`config.mk`:
```
export PLATFORM = sky130hd
export DESIGN_NAME = fifo_param
export DESIGN_NICKNAME = d
export VERILOG_FILES = /design/src/rtl/fifo_param.sv
export SDC_FILE = /design/constraint.sdc
export NUM_CORES = 2
export LEC_CHECK = 0
export ABC_AREA = 1
export CAP_MARGIN = 0
export CELL_PAD_IN_SITES_DETAIL_PLACEMENT = 0
export CELL_PAD_IN_SITES_GLOBAL_PLACEMENT = 1
export CORE_MARGIN = 2
export CORE_UTILIZATION = 45
export DETAILED_ROUTE_END_ITERATION = 10
export PLACE_DENSITY = 0.86
export SYNTH_ARGS = -nofsm -noshare
export SYNTH_HDL_FRONTEND = slang
export SYNTH_SLANG_ARGS = --single-unit
```
`constraint.sdc`:
```
create_clock -name clk -period 6.7 [get_ports clk]
set_clock_uncertainty 0.05 [all_clocks]
set_input_delay 0.67 -clock clk [delete_from_list [all_inputs] [get_ports clk]]
set_output_delay 0.67 -clock clk [all_outputs]
set_load 0.03 [all_outputs]
```
`src/rtl/fifo_param.sv`:
```
// Parametrised synchronous FIFO with programmable thresholds,
// fill level, sticky error flags and standard/FWFT read modes.
module fifo_param #(
    parameter int DATA_W       = 128,
    parameter int DEPTH        = 16,
    parameter int ALM_FULL_TH  = 14,
    parameter int ALM_EMPTY_TH = 2,
    parameter int FWFT         = 0
) (
    input  logic                       clk,
    input  logic                       rst,
    input  logic                       i_wren,
    input  logic [DATA_W-1:0]          i_wrdata,
    input  logic                       i_rden,
    input  logic                       i_clr_err,
    output logic [DATA_W-1:0]          o_rddata,
    output logic                       o_rd_valid,
    output logic                       o_full,
    output logic                       o_empty,
    output logic                       o_alm_full,
    output logic                       o_alm_empty,
    output logic [$clog2(DEPTH):0]     o_count,
    output logic                       o_overflow,
    output logic                       o_underflow
);

    localparam int AW = $clog2(DEPTH);
    localparam int CW = AW + 1;
    localparam logic [CW-1:0] FULL_C = CW'(DEPTH);
    localparam logic [CW-1:0] AF_C   = CW'(ALM_FULL_TH);
    localparam logic [CW-1:0] AE_C   = CW'(ALM_EMPTY_TH);

    logic [DATA_W-1:0] mem_q [DEPTH];
    logic [AW-1:0]     wr_ptr_q, wr_ptr_d;
    logic [AW-1:0]     rd_ptr_q, rd_ptr_d;
    logic [CW-1:0]     count_q, count_d;
    logic              full_q, full_d;
    logic              empty_q, empty_d;
    logic              alm_full_q, alm_full_d;
    logic              alm_empty_q, alm_empty_d;
    logic              ovf_q, ovf_d;
    logic              unf_q, unf_d;
    logic              rd_ok, wr_ok;

    // Accept decisions, pointer/count update and flags precomputed
    // from the next count so every status output is a plain register.
    always_comb begin
        rd_ok    = i_rden && !empty_q;
        wr_ok    = i_wren && (!full_q || rd_ok);
        wr_ptr_d = wr_ptr_q;
        rd_ptr_d = rd_ptr_q;
        count_d  = count_q;
        if (wr_ok) wr_ptr_d = wr_ptr_q + 1'b1;
        if (rd_ok) rd_ptr_d = rd_ptr_q + 1'b1;
        case ({wr_ok, rd_ok})
            2'b10:   count_d = count_q + 1'b1;
            2'b01:   count_d = count_q - 1'b1;
            default: count_d = count_q;
        endcase
        full_d      = (count_d == FULL_C);
        empty_d     = (count_d == '0);
        alm_full_d  = (count_d >= AF_C);
        alm_empty_d = (count_d <= AE_C);
        // a new error event outranks a coincident clear
        ovf_d = (ovf_q && !i_clr_err) || (i_wren && !wr_ok);
        unf_d = (unf_q && !i_clr_err) || (i_rden && empty_q);
    end

    // Control state: pointers, fill level, status and error flags.
    always_ff @(posedge clk or posedge rst) begin
        if (rst) begin
            wr_ptr_q    <= '0;
            rd_ptr_q    <= '0;
            count_q     <= '0;
            full_q      <= 1'b0;
            empty_q     <= 1'b1;
            alm_full_q  <= 1'b0;
            alm_empty_q <= 1'b1;
            ovf_q       <= 1'b0;
            unf_q       <= 1'b0;
        end else begin
            wr_ptr_q    <= wr_ptr_d;
            rd_ptr_q    <= rd_ptr_d;
            count_q     <= count_d;
            full_q      <= full_d;
            empty_q     <= empty_d;
            alm_full_q  <= alm_full_d;
            alm_empty_q <= alm_empty_d;
            ovf_q       <= ovf_d;
            unf_q       <= unf_d;
        end
    end

    // Storage array; contents are deliberately left unreset.
    always_ff @(posedge clk) begin
        if (wr_ok) mem_q[wr_ptr_q] <= i_wrdata;
    end

    generate
        if (FWFT != 0) begin : g_fwft
            // Head word is presented directly; zero while empty.
            assign o_rd_valid = !empty_q;
            assign o_rddata   = empty_q ? '0 : mem_q[rd_ptr_q];
        end else begin : g_std
            logic [DATA_W-1:0] rddata_q;
            logic              rd_valid_q;

            // Registered read port with one cycle of latency.
            always_ff @(posedge clk or posedge rst) begin
                if (rst) begin
                    rddata_q   <= '0;
                    rd_valid_q <= 1'b0;
                end else begin
                    rd_valid_q <= rd_ok;
                    if (rd_ok) rddata_q <= mem_q[rd_ptr_q];
                end
            end

            assign o_rd_valid = rd_valid_q;
            assign o_rddata   = rddata_q;
        end
    endgenerate

    assign o_full      = full_q;
    assign o_empty     = empty_q;
    assign o_alm_full  = alm_full_q;
    assign o_alm_empty = alm_empty_q;
    assign o_count     = count_q;
    assign o_overflow  = ovf_q;
    assign o_underflow = unf_q;

endmodule

```
### Yosys cells after proc, flatten, opt, wreduce, memory -nomap -nowiden

Memories as Yosys holds them, arrays and structs flattened. A register that Yosys moved wholly into a read port is not among the register bits.
Cells that the tools add are included.

| cells by class | value |
|---|---|
| $lt $le $gt $ge | 2 |
| add/sub/neg operators | 4 |
| equality and inequality tests | 3 |
| muxes and demuxes | 3 |
| reduce and logical (&&, ||, !) cells | 14 |

Operator list:

| cell | count |
|---|---|
| $pmux W5 S2 | 1 |
| $add A4 B1 Y4 const B | 2 |
| $logic_and A1 B1 Y1 | 6 |
| $add A5 B1 Y5 const B | 1 |
| $eq A5 B5 Y1 const B | 1 |
| $ge A5 B4 Y1 const B | 1 |
| $le A5 B2 Y1 const B | 1 |
| $logic_not A5 Y1 | 1 |
| $sub A5 B1 Y5 const B | 1 |
| $logic_not A1 Y1 | 4 |
| $logic_or A1 B1 Y1 | 3 |
| $eq A2 B1 Y1 const B | 1 |
| $eq A2 B2 Y1 const B | 1 |
| $mux W1 | 2 |

| storage, ports and cells | value |
|---|---|
| flip-flop bits (word level) | 20 |
| output and inout bits | 140 |
| bits of input ports | 133 |
| memories | 1 |
| word-level logic and storage cells | 37 |
| bits in writable memories | 2048 |

Memory list:

| name | words | width | rd ports | clocked after Yosys merged registers in | write ports | line | source |
|---|---|---|---|---|---|---|---|
| mem_q | 16 | 128 | 1 | 1 | 1 | 33 | `logic [DATA_W-1:0] mem_q [DEPTH];` |

### Longest topological paths before layout

| depth | value |
|---|---|
| word-level depth | 7 |
| depth in mapped cells | 18 |
| depth with buffers taken out | 18 |

### Worst setup path before layout

No wires, ideal clock.

| timing path | value |
|---|---|
| kind | input port to flip-flop |
| from | input i_rden |
| to | memory mem_q[11][0] (enable) |
| setup time | 617 ps |
| arrival time | 6623 ps |
| buffers on the path | 0 |
| required time | 6033 ps |
| stages | 4 |
| path slack | -591 ps |
| cells stage by stage | nand2_1 a21oi_2 nand2_1 nor2_1 |

| on the way | value |
|---|---|
| word-level cells in the longest chain between the ends | 5 |

Ends and longest elaborated chain:

| element | line | source |
|---|---|---|
| start, declared | 14 | `input logic i_rden,` |
| $logic_and A1 B1 Y1 | 48 | `rd_ok = i_rden && !empty_q;` |
| $logic_or A1 B1 Y1 | 49 | `wr_ok = i_wren && (!full_q \|\| rd_ok);` |
| $logic_and A1 B1 Y1 | 49 |  |
| $mux W1 | 96 | `if (wr_ok) mem_q[wr_ptr_q] <= i_wrdata;` |
| $mux W1 (implied by the code) | 96 |  |
| end, declared | 33 |  |

No other way between the ends.

==> run metrics <==
status=finished, final reports clean; Max Fclk=257 MHz; CP required=7.42 ns; Detailed Route WL=220000 um; Post-synth EDFFs=2048; Cell Chain, Critical Path=buf_4, buf_4, o21ai_0, o22ai_1, nand2_1, nand2_1, nand3_1, nand2_1; # H-tree levels=4; DRT antenna net count=0; fin crit period=3.89 ns; worst hold path type=in -> async; Worst-path clk slew=0.06 ns; YS warnings=0; Layout area overhead=13.6%; CP arrival=4.61 ns; setup TNS=0 ns; DPL Wire Length=109000 um; core area=0.190 mm2; Vias=54700; Mean Syn Cell Area=12.4 um2; clk_lat worst skew=0.82 ns; Critical Path Start Type=flop; Slew Viols, Final=0; FF-to-FF path depth=8; Lkg Pwr=34.4 nW; max_slew headroom=0.117; pwr dens=443 mW/mm2; Max-Cap Viols=0; cell mode on critical path=nand2_1; Setup WS pre-CTS=1.86 ns; port bufs=272; Slew @ Worst Pin=1.32 ns; number of global-route vias before repair=53000; critical path buffer and inverter count=2; Max Root-Sink Buffers=3; VDD IR max=0.493 mV; WS Path Type=reg -> reg; RSZ-0062 raised after global routing=no; crit-path max FO=100; post_cts resized=0; Total GRT Usage=0.223; crit-path max cell delay=0.97 ns; Placement Cell Area=0.0909 mm2; initial drt markers=5783; post-route cell area=0.0977 mm2; sequential-to-total area share from yosys stat=0.758; die width=441 um; starting density of the core=0.453; # DRC=0; TritonCTS clock tree=yes; die area=0.195 mm2; Via density=5.58; Core Util, Final=0.514; # fillers=15700; Routability Congestion=0.783; fin crit share=0.580; Clk pwr share=0.268; largest net degree at the start of global routing=244; Setup Viol. Count Final=0; Mapped Nets=7102; share of layout cells above drive strength 1=0.0556; Seq pwr share=0.409; Max stage delay cell, worst path=buf_4; Die Ht=441 um; top cell family by delay on the critical path=buffers and inverters; routed length per instance=22.5 um; Synth async-reset ratio=0.0674; GRT overflow=0; Total Power=43.3 mW; initial antenna violation count=18; CTS Buf Count=211; worst setup margin=2.81 ns; synthesized cell area=0.0860 mm2; first-pass GRT wire length=328000 um; Comb pwr share=0.324; hold buffer count at cts=0; switch share=0.369; Net count, final=7226; Psw=16.0 mW; Setup crit end kind=flop; Distinct cells, synth=23; Core Rows=160; Critical Path Stages=8; final hold viol count=0; ys flop type=edfxtp_1; Setup Buffers After CTS=0; flops & latches, synth=2196; cell count after synthesis=6961; clk sinks=2196; # IOs=273; internal power=27.3 mW; clock root buffer=clkbuf_16; first-pass detailed-route iteration total=8
## final timing paths
| kind | endpoint | start | slack (ns) |
|---|---|---|---|
| setup / recovery | o_rddata[42]$_DFFE_PP0P_ | rd_ptr_q[0]$_DFFE_PP0P_ | 2.81 |
| hold / removal | o_count[0]$_DFF_PP0_ | rst | 0.29 |
| setup reg to reg | o_rddata[42]$_DFFE_PP0P_ | rd_ptr_q[0]$_DFFE_PP0P_ | 2.81 |
| hold reg to reg | o_rddata[90]$_DFFE_PP0P_ | o_rddata[90]$_DFFE_PP0P_ | 0.43 |
| max in group asynchronous | o_rddata[16]$_DFFE_PP0P_ | rst | 4.90 |
| min in group clk | o_overflow$_DFF_PP0_ | i_clr_err | 0.40 |
## metrics by stage
step	cells	hold slack [ns]
detailed placement	9382	0.417
floorplan	6961	0.462
global placement	9382	0.419
CTS	9781	0.255
finish	9790	0.287
global route	9788	0.301
## cells by family (layout without fill, tap and decap cells)
logic type,Yosys count,in the layout,share of synthesized area
AOI/OAI and AO/OA,598,598,0.0364
xor gates and xnor gates,7,7,0.000713
adders and majority gates,8,8,0.00116
buffers and inverters,518,828,0.0271
DFF,2196,2196,0.758
other,0,8,0
and+or+nand+nor,3634,3634,0.177
## placed cells by master (no fill, tap or decap), drive strengths merged, types with 7 or more instances in the layout
| master | count |
|---|---|
| a21oi | 238 |
| buf | 81 |
| bufinv | 13 |
| clkbuf | 308 |
| clkdlybuf4s50 | 272 |
| clkinv | 64 |
| dfrtp | 146 |
| diode | 8 |
| edfxtp | 2048 |
| ha | 8 |
| inv | 85 |
| nand2 | 2112 |
| nand3 | 1171 |
| nor2 | 292 |
| nor3 | 55 |
| o21ai | 257 |
| o22ai | 102 |
| xor2 | 7 |
## area by class of cell
cell class | count | area, um2 | share of cell area
clock buffer | 308 | 5870 | 0.0601
sequential | 2196 | 65200 | 0.668
inverter | 76 | 334 | 0.00342
antenna | 8 | 20.0 | 0.000205
clock inverter | 91 | 853 | 0.00873
timing repair buffer | 353 | 3660 | 0.0374
multi-input combinational | 4247 | 18600 | 0.190
tap | 2511 | 3140 | 0.0322
## sequential cells by signal, indices dropped and copies added (netlist names)
signal and flops:
mem_q 2048, o_alm_empty 1, o_alm_full 1, o_count 5
o_empty 1, o_full 1, o_overflow 1, o_rd_valid 1
o_rddata 128, o_underflow 1, rd_ptr_q 4, wr_ptr_q 4
## Yosys cell counts (all sizes together), types with 8 or more instances
| library cell | n | area [um2] |
|---|---|---|
| o21ai | 257 | 1290 |
| clkbuf | 178 | 668 |
| nor2 | 292 | 1100 |
| edfxtp | 2048 | 61500 |
| nor3 | 55 | 275 |
| inv | 76 | 288 |
| nand3 | 1171 | 5860 |
| dfrtp | 146 | 3650 |
| buf | 264 | 1380 |
| nand2 | 2112 | 7930 |
| ha | 8 | 100 |
| a21oi | 238 | 1190 |
| o22ai | 102 | 638 |
## worst reg2reg max path, cell delays in order (launching register included)
cell     delay [ns]
dfrtp_4        0.78
buf_4          0.92
buf_4          1.08
o21ai_0        0.32
o22ai_1        0.23
nand2_1        0.07
nand2_1        0.09
nand3_1        0.18
nand2_1        0.12
## power groups by stage
stage	sequential, mW	clock [mW]	combinational [mW]
finish	17.7	11.6	14.0
global route	17.8	12.3	15.4
floorplan	18.4	0	8.69
global placement	18.0	0	13.7
CTS	17.7	11.7	14.0
detailed placement	18.0	0	14.0
## layer usage
metal,share of wire,track usage
met1,0.39,0.297
met5,0.00027,0
met4,0.033,0.0790
met2,0.49,0.372
met3,0.083,0.0350
(Power assumes the default switching activity.)
